<file path="config.mk">
export PLATFORM = sky130hd
export DESIGN_NAME = tdc_uart_rx_flat
export DESIGN_NICKNAME = d
export VERILOG_FILES = /design/src/rtl/tdc_uart_rx_if.sv /design/src/rtl/tdc_uart_rx.sv /design/src/flat_wrapper.sv
export SDC_FILE = /design/constraint.sdc
export NUM_CORES = 1
export LEC_CHECK = 0
export BUFFER_PORTS_ARGS = -buffer_cell sky130_fd_sc_hd__buf_2
export CORE_UTILIZATION = 45
export CTS_BUF_LIST = sky130_fd_sc_hd__clkbuf_16
export DETAILED_ROUTE_END_ITERATION = 6
export HOLD_SLACK_MARGIN = 0.15
export PLACE_DENSITY = 0.66
export SLEW_MARGIN = 5
export SYNTH_ARGS = -nofsm -noshare
export SYNTH_HDL_FRONTEND = slang
export SYNTH_SLANG_ARGS = --single-unit
export TNS_END_PERCENT = 30
</file>
<file path="constraint.sdc">
create_clock -name clk -period 1.8 [get_ports clk]
set_input_delay 0.18 -clock clk [delete_from_list [all_inputs] [get_ports clk]]
set_output_delay 0.18 -clock clk [all_outputs]
set_load 0.005 [all_outputs]
</file>
<file path="src/rtl/tdc_uart_rx_if.sv">
// Bundles the UART receive pin and the byte/status outputs of tdc_uart_rx.
// The receiver uses the master modport; the consumer uses slave.
interface tdc_uart_rx_if;
   logic       rx;
   logic [7:0] data;
   logic       valid;
   logic       frame_err;
   logic       parity_err;
   logic       busy;

   modport master (
      input  rx,
      output data, valid, frame_err, parity_err, busy
   );

   modport slave (
      output rx,
      input  data, valid, frame_err, parity_err, busy
   );
endinterface

</file>
<file path="src/rtl/tdc_uart_rx.sv">
// 8N1 UART receiver (8E1 when UART_RX_PARITY_EN is defined) for TDC host commands.
// Samples each bit at mid-bit; returns to IDLE at mid-stop so back-to-back frames are not missed.
module tdc_uart_rx #(
   parameter int CLKS_PER_BIT = 87
) (
   input  logic          clk,
   input  logic          reset,
   tdc_uart_rx_if.master rx_if
);

   localparam int CNT_W = $clog2(CLKS_PER_BIT);
   localparam logic [CNT_W-1:0] HALF_M1 = CNT_W'(CLKS_PER_BIT / 2 - 1);
   localparam logic [CNT_W-1:0] FULL_M1 = CNT_W'(CLKS_PER_BIT - 1);

   localparam logic [2:0] S_IDLE   = 3'd0;
   localparam logic [2:0] S_START  = 3'd1;
   localparam logic [2:0] S_DATA   = 3'd2;
   localparam logic [2:0] S_STOP   = 3'd4;
   localparam logic [2:0] S_BREAK  = 3'd5;
`ifdef UART_RX_PARITY_EN
   localparam logic [2:0] S_PARITY = 3'd3;
`endif

   logic             sync1_q, sync2_q;
   logic             rxs;
   logic [2:0]       state_q, state_d;
   logic [CNT_W-1:0] cnt_q, cnt_d;
   logic [2:0]       bit_q, bit_d;
   logic [7:0]       sr_q, sr_d;
   logic [7:0]       data_q, data_d;
   logic             valid_q, valid_d;
   logic             frame_err_q, frame_err_d;
   logic             par_good;
`ifdef UART_RX_PARITY_EN
   logic             par_ok_q, par_ok_d;
   logic             parity_err_q, parity_err_d;
`endif

   // Two-flop synchroniser, idle-high on reset so no spurious start is seen
   always_ff @(posedge clk or posedge reset) begin
      if (reset) begin
         sync1_q <= 1'b1;
         sync2_q <= 1'b1;
      end else begin
         sync1_q <= rx_if.rx;
         sync2_q <= sync1_q;
      end
   end

   assign rxs = sync2_q;

`ifdef UART_RX_PARITY_EN
   assign par_good = par_ok_q;
`else
   assign par_good = 1'b1;
`endif

   always_comb begin
      state_d     = state_q;
      cnt_d       = cnt_q + 1'b1;
      bit_d       = bit_q;
      sr_d        = sr_q;
      data_d      = data_q;
      valid_d     = 1'b0;
      frame_err_d = 1'b0;
`ifdef UART_RX_PARITY_EN
      par_ok_d     = par_ok_q;
      parity_err_d = 1'b0;
`endif
      case (state_q)
         S_IDLE: begin
            cnt_d = '0;
            bit_d = 3'd0;
            if (!rxs) state_d = S_START;
         end
         S_START: begin
            if (cnt_q == HALF_M1) begin
               cnt_d   = '0;
               state_d = rxs ? S_IDLE : S_DATA;
            end
         end
         S_DATA: begin
            if (cnt_q == FULL_M1) begin
               cnt_d = '0;
               sr_d  = {rxs, sr_q[7:1]};
               bit_d = bit_q + 3'd1;
               if (bit_q == 3'd7) begin
`ifdef UART_RX_PARITY_EN
                  state_d = S_PARITY;
`else
                  state_d = S_STOP;
`endif
               end
            end
         end
`ifdef UART_RX_PARITY_EN
         S_PARITY: begin
            if (cnt_q == FULL_M1) begin
               cnt_d    = '0;
               par_ok_d = (rxs == ^sr_q);
               state_d  = S_STOP;
            end
         end
`endif
         S_STOP: begin
            if (cnt_q == FULL_M1) begin
               cnt_d = '0;
               if (rxs) begin
                  state_d = S_IDLE;
                  if (par_good) begin
                     data_d  = sr_q;
                     valid_d = 1'b1;
                  end else begin
`ifdef UART_RX_PARITY_EN
                     parity_err_d = 1'b1;
`endif
                  end
               end else begin
                  frame_err_d = 1'b1;
                  state_d     = S_BREAK;
               end
            end
         end
         S_BREAK: begin
            // Held-low line: wait for the line to recover before hunting for a start bit
            cnt_d = '0;
            if (rxs) state_d = S_IDLE;
         end
         default: begin
            cnt_d   = '0;
            state_d = S_IDLE;
         end
      endcase
   end

   always_ff @(posedge clk or posedge reset) begin
      if (reset) begin
         state_q     <= S_IDLE;
         cnt_q       <= '0;
         bit_q       <= 3'd0;
         sr_q        <= 8'h00;
         data_q      <= 8'h00;
         valid_q     <= 1'b0;
         frame_err_q <= 1'b0;
      end else begin
         state_q     <= state_d;
         cnt_q       <= cnt_d;
         bit_q       <= bit_d;
         sr_q        <= sr_d;
         data_q      <= data_d;
         valid_q     <= valid_d;
         frame_err_q <= frame_err_d;
      end
   end

`ifdef UART_RX_PARITY_EN
   always_ff @(posedge clk or posedge reset) begin
      if (reset) begin
         par_ok_q     <= 1'b0;
         parity_err_q <= 1'b0;
      end else begin
         par_ok_q     <= par_ok_d;
         parity_err_q <= parity_err_d;
      end
   end
   assign rx_if.parity_err = parity_err_q;
`else
   assign rx_if.parity_err = 1'b0;
`endif

   assign rx_if.data      = data_q;
   assign rx_if.valid     = valid_q;
   assign rx_if.frame_err = frame_err_q;
   assign rx_if.busy      = (state_q != S_IDLE);

endmodule

</file>
<file path="src/flat_wrapper.sv">
// flat-port wrapper written by rule: the top's interface ports become plain ports
module tdc_uart_rx_flat 
#(
   parameter int CLKS_PER_BIT = 87
)
  (clk, reset, rx_if_rx, rx_if_data, rx_if_valid, rx_if_frame_err, rx_if_parity_err, rx_if_busy);
  tdc_uart_rx_if rx_if_i ();
  input  logic clk;
  input  logic reset;
  input wire logic [$bits(rx_if_i.rx)-1:0] rx_if_rx;
  output wire logic [$bits(rx_if_i.data)-1:0] rx_if_data;
  output wire logic [$bits(rx_if_i.valid)-1:0] rx_if_valid;
  output wire logic [$bits(rx_if_i.frame_err)-1:0] rx_if_frame_err;
  output wire logic [$bits(rx_if_i.parity_err)-1:0] rx_if_parity_err;
  output wire logic [$bits(rx_if_i.busy)-1:0] rx_if_busy;
  assign rx_if_i.rx = rx_if_rx;
  assign rx_if_data = rx_if_i.data;
  assign rx_if_valid = rx_if_i.valid;
  assign rx_if_frame_err = rx_if_i.frame_err;
  assign rx_if_parity_err = rx_if_i.parity_err;
  assign rx_if_busy = rx_if_i.busy;
  tdc_uart_rx #(.CLKS_PER_BIT(CLKS_PER_BIT)) u_core (.clk(clk), .reset(reset), .rx_if(rx_if_i));
endmodule
</file>
==> flow_metrics.tcl, run 1 <==
set metrics [dict create \
    port_buffers 13 \
    synthSimpleGateAreaFrac_pct 17.4 \
    final_cell_area_mm2 0.00189 \
    yosys-top-cells-area "dfrtp_1, mux2_2, dfstp_2" \
    r2r_slack_ps 80 \
    final_cell_mix "dfrtp_1, mux2_2, buf_2" \
    critPathKind "reg2reg" \
    die_y_um 60.7 \
    r2r_start "u_core.cnt_q[0]$_DFF_PP0_" \
    final_common_cell "dfrtp_1" \
    die_x_um 60.7 \
    rsz0062_at_grt "no" \
    antenna_found_initial 0 \
    post_cts_resized 0 \
    coreArea_mm2 0.00315 \
    critPathCapture "u_core.rx_if.data[0]$_DFFE_PP0P_" \
    cp_max_fo 8 \
    grt_max_degree 34 \
    grt_use_total_pct 18.6 \
    synth_top_family_by_area "simple AND/OR/NAND/NOR gates" \
    skew_ps 3.31 \
    hold_viol 0 \
    postSynthAreaPerCell_um2 12.1 \
    synth_area_mm2 0.00155 \
    fin_hold_ws_ps 353 \
    route.met3.wl_um 83 \
    nets 163 \
    cts_tree "yes" \
    via_per_inst 5.43 \
    drive_gt1_share_pct 34.4 \
    ys_types 38 \
    synth_compound_area_share_pct 9.99 \
    synth-seq-area-share_pct 53.3 \
    firstDrtPassIters 4 \
    die-area_mm2 0.00369 \
    rr_endpoint "u_core.rx_if.data[0]$_DFFE_PP0P_" \
    cap_violations 0 \
    dr_wl_met2_um 1430 \
    worstHoldPathType "reg2reg" \
    fillers 276 \
    synthAdderAreaFrac_pct 3.22 \
    ir_drop_mv 0.651 \
    overflow 0 \
    final_max_slew_viol_count 0 \
    dp_hpwl_um 1900 \
    status "finished clean" \
    place_area_mm2 0.00172 \
    min_period_over_period_pct 95.4 \
    cts_root_buf "clkbuf_16" \
    synth-seq-cells 33 \
    place_ws_ps 77.1 \
    wl_per_cell_um 13.8 \
    highest_layer "met4" \
    first_global_vias 1087 \
    reg2regPathDepth 6 \
    drtAntennaViolNets 0 \
    drc 0 \
    max_freq_ghz 0.583 \
    end_kind "flop" \
    yosys.area_share.xor_xnor_pct 1.69 \
    htree_levels 2 \
    cp-startpoint "u_core.cnt_q[0]$_DFF_PP0_" \
    p_leak_nw 0.944 \
    grt_pass1_wl_um 4850 \
    io_pins 15 \
    numCtsBuffers 5 \
    synth_mux_area_share_pct 11.6 \
    finalPower_mw 1.66 \
    finalSetupViolCount 0 \
    arrival_ps 1870 \
    routed_wl_um 2780 \
    rows 20 \
    cts_buffer_depth 2 \
    yosysTopAreaCell "dfrtp_1" \
    start_util_pct 49.2 \
    fin_setup_tns_ps 0 \
    clk_pin_slew_ps 50 \
    synth_top_cell_area_share_pct 50.0 \
    area_growth_pct 22.0 \
    yosys_warnings 0 \
    drtIter0Drc 58 \
    dr_total_vias 1092 \
    worst_setup_path_start_kind "flop" \
    clkLatencyLatePin_ps 270 \
    post-route-worst-setup-slack_ps 83.3 \
    p_per_area_mw_per_mm2 874 \
    finalCriticalPeriod_ps 1720 \
    cts.sinks 33 \
    drt-met1-wl_um 1230 \
    synth_nets 135 \
    place_congestion 0.794 \
    worstPathRequired_ps 1950 \
    diodes 0 \
    synth_cells 128 \
]
synth_stat cells:
cell type  count
dfrtp_1       31
mux2_2        15
nand2_1       10
a21oi_1        8
nand2b_1       5
nand3_1        5
clkbuf_1       4
ha_1           4
a211o_1        3
inv_1          3
nor2_1         3
o211ai_1       3
o21ai_0        3
or3_1          3
a22oi_1        2
dfstp_2        2
nor4_1         2
xor2_1         2
a221o_1        1
a31o_2         1
and2_1         1
and4bb_1       1
buf_2          1
buf_4          1
conb_1         1
mux2_1         1
nand3b_1       1
nand4bb_1      1
nand4bb_4      1
nor2b_1        1
nor3_1         1
nor3_4         1
nor4_4         1
nor4b_1        1
o221ai_1       1
o41ai_1        1
or3b_4         1
xnor2_1        1
state kept, by name, summed over array words and instances, names as in the netlist:
signal	cells
u_core.rx_if.frame_err	1
u_core.rxs	1
u_core.sr_q	8
u_core.state_q	3
u_core.rx_if.data	8
u_core.cnt_q	7
u_core.rx_if.valid	1
u_core.bit_q	3
u_core.sync1_q	1
where the power goes:
group | internal (mW) | switching [mW]
sequential | 0.760 | 0.0133
combinational | 0.0422 | 0.0601
clock | 0.500 | 0.281
total | 1.30 | 0.354
per-stage QoR:
| step | std cells | util (%) |
|---|---|---|
| 2_1_floorplan | 128 | - |
| 4_1_cts | 199 | 59.6 |
| 6_report | 201 | 60.1 |
| 5_1_grt | 201 | 60.1 |
| 3_3_place_gp | 189 | 54.6 |
| 3_5_place_dp | 189 | 54.6 |
layout make-up:
class | count | area [um2] | area share, %
inverter | 3 | 11.3 | 0.594
multi-input combinational | 86 | 686 | 36.2
clock inverter | 3 | 13.8 | 0.727
sequential | 33 | 828 | 43.7
tap | 44 | 55.1 | 2.91
timing repair buffer | 27 | 175 | 9.25
clock buffer | 5 | 125 | 6.61
cell families after synthesis:
family	after synthesis
muxes	16
and+or+nand+nor	39
xor gates and xnor gates	3
buffers and inverters	9
AOI/OAI and AO/OA	23
DFF	33
adders and majority gates	4
other	1
timing repair:
| action | in CTS | in global routing |
|---|---|---|
| hold buffers | 2 | 0 |
| setup endpoints to repair | 0 | 8 |
| endpoints found under the hold margin | 32 | 0 |
| setup buffers | 0 | 2 |
worst max-delay path, cell delays in order (launching register included):
cell and delay [ps]:
dfrtp_1 380, inv_1 60, ha_1 170, nand2_1 150
nor4_4 280, buf_4 210, mux2_2 340
how the worst min path moves through the flow:
stage                             startpoint                                to  cells after the start
global placement                       reset  u_core.rx_if.data[2]$_DFFE_PP0P_                      3
floorplan                           rx_if_rx          u_core.sync1_q$_DFF_PP1_                      0
finish              u_core.sync1_q$_DFF_PP1_              u_core.rxs$_DFF_PP1_                      0
CTS                 u_core.sync1_q$_DFF_PP1_              u_core.rxs$_DFF_PP1_                      0
detailed placement                     reset  u_core.rx_if.data[2]$_DFFE_PP0P_                      3
global route        u_core.sync1_q$_DFF_PP1_              u_core.rxs$_DFF_PP1_                      0
layer usage:
layer	up-vias	GRT usage, %
li1	517	-
met1	553	23.0
met2	18	30.0
met3	4	5.12
met4	0	9.74
met5	-	0
(Power assumes the default switching activity.)
==> run 2: changes to the inputs <==
--- a/config.mk
+++ b/config.mk
@@ -5,12 +5,12 @@
 export SDC_FILE = /design/constraint.sdc
 export NUM_CORES = 1
 export LEC_CHECK = 0
-export BUFFER_PORTS_ARGS = -buffer_cell sky130_fd_sc_hd__buf_2
-export CORE_UTILIZATION = 45
+export BUFFER_PORTS_ARGS = -buffer_cell sky130_fd_sc_hd__clkbuf_2
+export CORE_UTILIZATION = 51
 export CTS_BUF_LIST = sky130_fd_sc_hd__clkbuf_16
 export DETAILED_ROUTE_END_ITERATION = 6
 export HOLD_SLACK_MARGIN = 0.15
-export PLACE_DENSITY = 0.66
+export PLACE_DENSITY = 0.73
 export SLEW_MARGIN = 5
 export SYNTH_ARGS = -nofsm -noshare
 export SYNTH_HDL_FRONTEND = slang
==> flow_metrics.tcl, run 2 (same netlist as run 1, synthesis figures left out) <==
set metrics [dict create \
    drtAntennaViolNets 0 \
    finalSetupViolCount 0 \
    crit_slowest_cell "dfrtp_1" \
    numCtsBuffers 5 \
    overflow 0 \
    final_cell_mix "dfrtp_1, mux2_2, clkbuf_2" \
    cts.sinks 33 \
    cts_post_setup_buffers_inserted 0 \
    fin_hold_ws_ps 354 \
    end_kind "flop" \
    arrival_ps 1830 \
    antenna_found_initial 0 \
    dp_hpwl_um 1940 \
    routed_wl_um 2890 \
    worst_setup_path_start_kind "flop" \
    slowest_delay_ps 370 \
    start_util_pct 54.9 \
    min_period_over_period_pct 93.0 \
    clk_pin_slew_ps 50 \
    hold_viol 0 \
    worstHoldPathType "reg2reg" \
    ir_drop_mv 0.726 \
    cp_top_family "simple AND/OR/NAND/NOR gates" \
    drtIter0Drc 30 \
    drive_gt1_share_pct 35.3 \
    io_pins 15 \
    final_common_cell "dfrtp_1" \
    cts_root_buf "clkbuf_16" \
    die_y_um 57.2 \
    skew_ps 8.46 \
    die_x_um 57.2 \
    status "complete, but fails checks" \
    grt_use_total_pct 21.6 \
    rows 19 \
    final_cell_area_mm2 0.00188 \
    fillers 215 \
    grt_pass1_wl_um 5120 \
    place_area_mm2 0.00171 \
    wl_per_cell_um 15.4 \
    min_from "u_core.sync1_q$_DFF_PP1_" \
    coreArea_mm2 0.00283 \
    critPathKind "reg2reg" \
    crit_buf_inv 2 \
    finalCriticalPeriod_ps 1670 \
    area_growth_pct 21.1 \
    reg2regPathDepth 6 \
    clkLatencyLatePin_ps 280 \
    die-area_mm2 0.00327 \
    htree_levels 2 \
    grt_max_degree 34 \
    final_max_slew_viol_count 0 \
    min_to "u_core.rxs$_DFF_PP1_" \
    r2r_slack_ps 130 \
    via_per_inst 5.89 \
    max_freq_ghz 0.597 \
    cap_violations 0 \
    dr_total_vias 1102 \
    firstDrtPassIters 6 \
    p_per_area_mw_per_mm2 901 \
    diodes 0 \
    nets 162 \
    hold_path_depth 0 \
    failed_checks "DRC" \
    first_global_vias 1090 \
    rr_endpoint "u_core.rx_if.data[5]$_DFFE_PP0P_" \
    cts_buffer_depth 2 \
    r2r_start "u_core.cnt_q[0]$_DFF_PP0_" \
    drc 2 \
    cts_tree "yes" \
    place_congestion 0.760 \
    worstPathRequired_ps 1960 \
    cp_max_fo 8 \
    port_buffers 13 \
    p_leak_nw 0.927 \
    cp_cell_sequence "inv_1, ha_1, nand2_2, nor4_4, buf_6, mux2_2" \
]
## run 2: changes by cell type in the layout (fill, tap and decap cells not counted)
cell and delta:
inv_1 -1, buf_6 +1, buf_2 -13, nand2_1 -1, clkinvlp_4 +1, buf_4 -2, nand2_2 +1, clkbuf_2 +13
## run 2: worst max-delay path by stage
stage                                    from                          endpoint  slack [ps]  depth (start not counted)
global placement    u_core.cnt_q[0]$_DFF_PP0_  u_core.rx_if.data[3]$_DFFE_PP0P_         150                          6
floorplan           u_core.cnt_q[0]$_DFF_PP0_  u_core.rx_if.data[0]$_DFFE_PP0P_          80                          5
finish              u_core.cnt_q[0]$_DFF_PP0_  u_core.rx_if.data[5]$_DFFE_PP0P_         130                          6
global route        u_core.cnt_q[0]$_DFF_PP0_  u_core.rx_if.data[5]$_DFFE_PP0P_          -3                          6
CTS                 u_core.cnt_q[0]$_DFF_PP0_  u_core.rx_if.data[0]$_DFFE_PP0P_          50                          6
detailed placement  u_core.cnt_q[0]$_DFF_PP0_  u_core.rx_if.data[0]$_DFFE_PP0P_          60                          6
## run 2: power breakdown
part	internal, mW	leakage [nW]	switching (mW)
combinational	0.0425	0.408	0.0612
clock	0.506	0.0696	0.312
sequential	0.759	0.449	0.0145
total	1.31	0.927	0.387
## run 2: metal layers
layer | part of all wire (%) | vias up | global-route usage (%)
li1 | - | 522 | -
met1 | 46 | 551 | 27.5
met2 | 48 | 24 | 32.1
met3 | 4.0 | 5 | 8.84
met4 | 1.6 | 0 | 10.8
met5 | 0 | - | 0
## run 2: timing repair
item | 4_1_cts | 5_1_grt
hold buffers | 2 | 0
gates resized for setup | 0 | 2
hold endpoints to repair | 32 | 0
setup endpoints to repair | 0 | 8
## run 2: worst register-to-register path, delay by kind of cell (launching register included)
| kind | cells | cell delay [ps] |
|---|---|---|
| simple gates | 2 | 420 |
| flops | 1 | 370 |
| mux | 1 | 340 |
| buf+inv | 2 | 240 |
| fa+ha+maj | 1 | 190 |
## run 2: area by class of cell
type                       instances  area, um2  area share (%)
timing repair buffer              26        171            9.12
sequential                        33        828            44.0
tap                               31       38.8            2.06
inverter                           3       11.3           0.599
clock buffer                       5        125            6.65
clock inverter                     3       17.5           0.931
multi-input combinational         86        688            36.6
## run 2: per-stage QoR
step	cells	TNS (ps)	total power [mW]	util (%)	worst slack (ps)
floorplan	128	0	0.847	-	75.2
CTS	187	0	1.71	66.3	51.1
global placement	177	0	0.879	60.5	155
finish	187	0	1.69	66.5	126
detailed placement	177	0	0.885	60.5	56.7
global route	187	-2.87	1.76	66.5	-2.87
==> run 3: changes to the inputs <==
--- a/config.mk
+++ b/config.mk
@@ -10,7 +10,8 @@
 export CTS_BUF_LIST = sky130_fd_sc_hd__clkbuf_16
 export DETAILED_ROUTE_END_ITERATION = 6
 export HOLD_SLACK_MARGIN = 0.15
-export PLACE_DENSITY = 0.73
+export MAX_ROUTING_LAYER = met4
+export PLACE_DENSITY = 0.81
 export SLEW_MARGIN = 5
 export SYNTH_ARGS = -nofsm -noshare
 export SYNTH_HDL_FRONTEND = slang
==> flow_metrics.tcl, run 3 (same netlist as run 1, synthesis figures left out) <==
set metrics [dict create \
    status "complete, but fails checks" \
    failed_checks "DRC" \
    coreArea_mm2 0.00283 \
    nets 162 \
    critPathKind "reg2reg" \
    final_cell_area_mm2 0.00189 \
    ir_drop_mv 0.901 \
    drive_gt1_share_pct 35.3 \
    min_period_over_period_pct 91.6 \
    final_max_slew_viol_count 0 \
    rsz0062_at_grt "no" \
    finalPower_mw 1.68 \
    cts_tree "yes" \
    max_freq_ghz 0.606 \
    cts.sinks 33 \
    arrival_ps 1810 \
    fillers 214 \
    clkLatencyLatePin_ps 270 \
    dp_hpwl_um 1960 \
    final_cell_mix "dfrtp_1, mux2_2, clkbuf_2" \
    grt_use_total_pct 21.9 \
    rows 19 \
    cts_root_buf "clkbuf_16" \
    numCtsBuffers 5 \
    clk_pin_slew_ps 50 \
    area_growth_pct 21.7 \
    firstDrtPassIters 7 \
    place_area_mm2 0.00170 \
    p_switching_uw 374 \
    comb_power_share_pct 6.2 \
    finalSetupViolCount 0 \
    wl_per_cell_um 16.0 \
    place_congestion 0.787 \
    p_seq_share_pct 46.0 \
    die-area_mm2 0.00327 \
    grt_max_degree 34 \
    drtAntennaViolNets 0 \
    dr_total_vias 1128 \
    p_leak_nw 0.928 \
    netSwitchingFraction_pct 22.3 \
    routed_wl_um 2990 \
    worst_setup_path_start_kind "flop" \
    port_buffers 13 \
    intPower_mw 1.31 \
    final_common_cell "dfrtp_1" \
    drtIter0Drc 52 \
    hold_viol 0 \
    worstPathRequired_ps 1960 \
    first_global_vias 1145 \
    finalCriticalPeriod_ps 1650 \
    grt_pass1_wl_um 5210 \
    io_pins 15 \
    via_per_inst 6.03 \
    die_x_um 57.2 \
    antenna_found_initial 0 \
    htree_levels 2 \
    start_util_pct 54.9 \
    p_per_area_mw_per_mm2 890 \
    skew_ps 2.90 \
    overflow 0 \
    p_clk_share_pct 47.8 \
    fin_setup_tns_ps 0 \
    end_kind "flop" \
    cp_max_fo 8 \
    worstHoldPathType "reg2reg" \
    cap_violations 0 \
    die_y_um 57.2 \
    drc 2 \
    diodes 0 \
    cts_buffer_depth 2 \
]
[run 3: cell types whose count changed in the layout (fill, tap and decap cells not counted)]
| cell | before | now |
|---|---|---|
| buf_6 | 1 | 0 |
| buf_12 | 0 | 1 |
[run 3: path summary, 6_finish.rpt]
check	slack, ps	cells past startpoint	to	start
setup / recovery	150	6	u_core.rx_if.data[4]$_DFFE_PP0P_	u_core.cnt_q[0]$_DFF_PP0_
hold / removal	360	0	u_core.rxs$_DFF_PP1_	u_core.sync1_q$_DFF_PP1_
setup reg to reg	150	6	u_core.rx_if.data[4]$_DFFE_PP0P_	u_core.cnt_q[0]$_DFF_PP0_
hold reg to reg	360	0	u_core.rxs$_DFF_PP1_	u_core.sync1_q$_DFF_PP1_
max in group asynchronous	920	4	u_core.sync1_q$_DFF_PP1_	reset
min in group asynchronous	540	4	u_core.rx_if.data[0]$_DFFE_PP0P_	reset
[run 3: per-stage QoR]
step                utilization, %  instances  setup WS (ps)  hold slack, ps
finish                        66.8        187            151             357
global route                  66.8        187           12.6             362
CTS                           66.0        186           18.6             359
detailed placement            60.2        176           24.2             269
global placement              60.2        176            144             259
floorplan                        -        128           75.2             184
[run 3: worst max-delay path, cell delays in order, from the launching register on]
cell and delay (ps):
dfrtp_1 370, inv_1 60, ha_1 200, nand2_2 120, nor4_4 250, buf_4 200
mux2_2 340
[run 3: area by class of cell]
class / count / area [um2] / share of cell area, %
flip-flops and latches: 33 / 828 / 43.8
multi-input cells: 86 / 688 / 36.4
repair buffers: 26 / 180 / 9.54
clock buffers: 5 / 125 / 6.62
well taps: 31 / 38.8 / 2.05
clock inverters: 3 / 17.5 / 0.927
inverters: 3 / 11.3 / 0.596
[run 3: layer usage]
| metal | GRT usage (%) | vias up | routed length (um) |
|---|---|---|---|
| li1 | - | 518 | - |
| met1 | 26.5 | 560 | 1270 |
| met2 | 32.3 | 35 | 1470 |
| met3 | 7.03 | 15 | 131 |
| met4 | 12.5 | 0 | 119 |
| met5 | - | - | 0 |
[run 3: power by group through the flow]
stage	sequential, mW	clock, mW	combinational [mW]
floorplan	0.786	0	0.0615
global placement	0.783	0	0.0961
detailed placement	0.785	0	0.101
CTS	0.773	0.823	0.105
global route	0.774	0.849	0.119
finish	0.773	0.804	0.105
[run 3: repair_timing]
action | 4_1_cts | 5_1_grt
endpoints found under the hold margin | 32 | 0
hold buffers | 2 | 0
setup endpoints to repair | 0 | 16
gates resized for setup | 0 | 1
setup buffers | 0 | 1
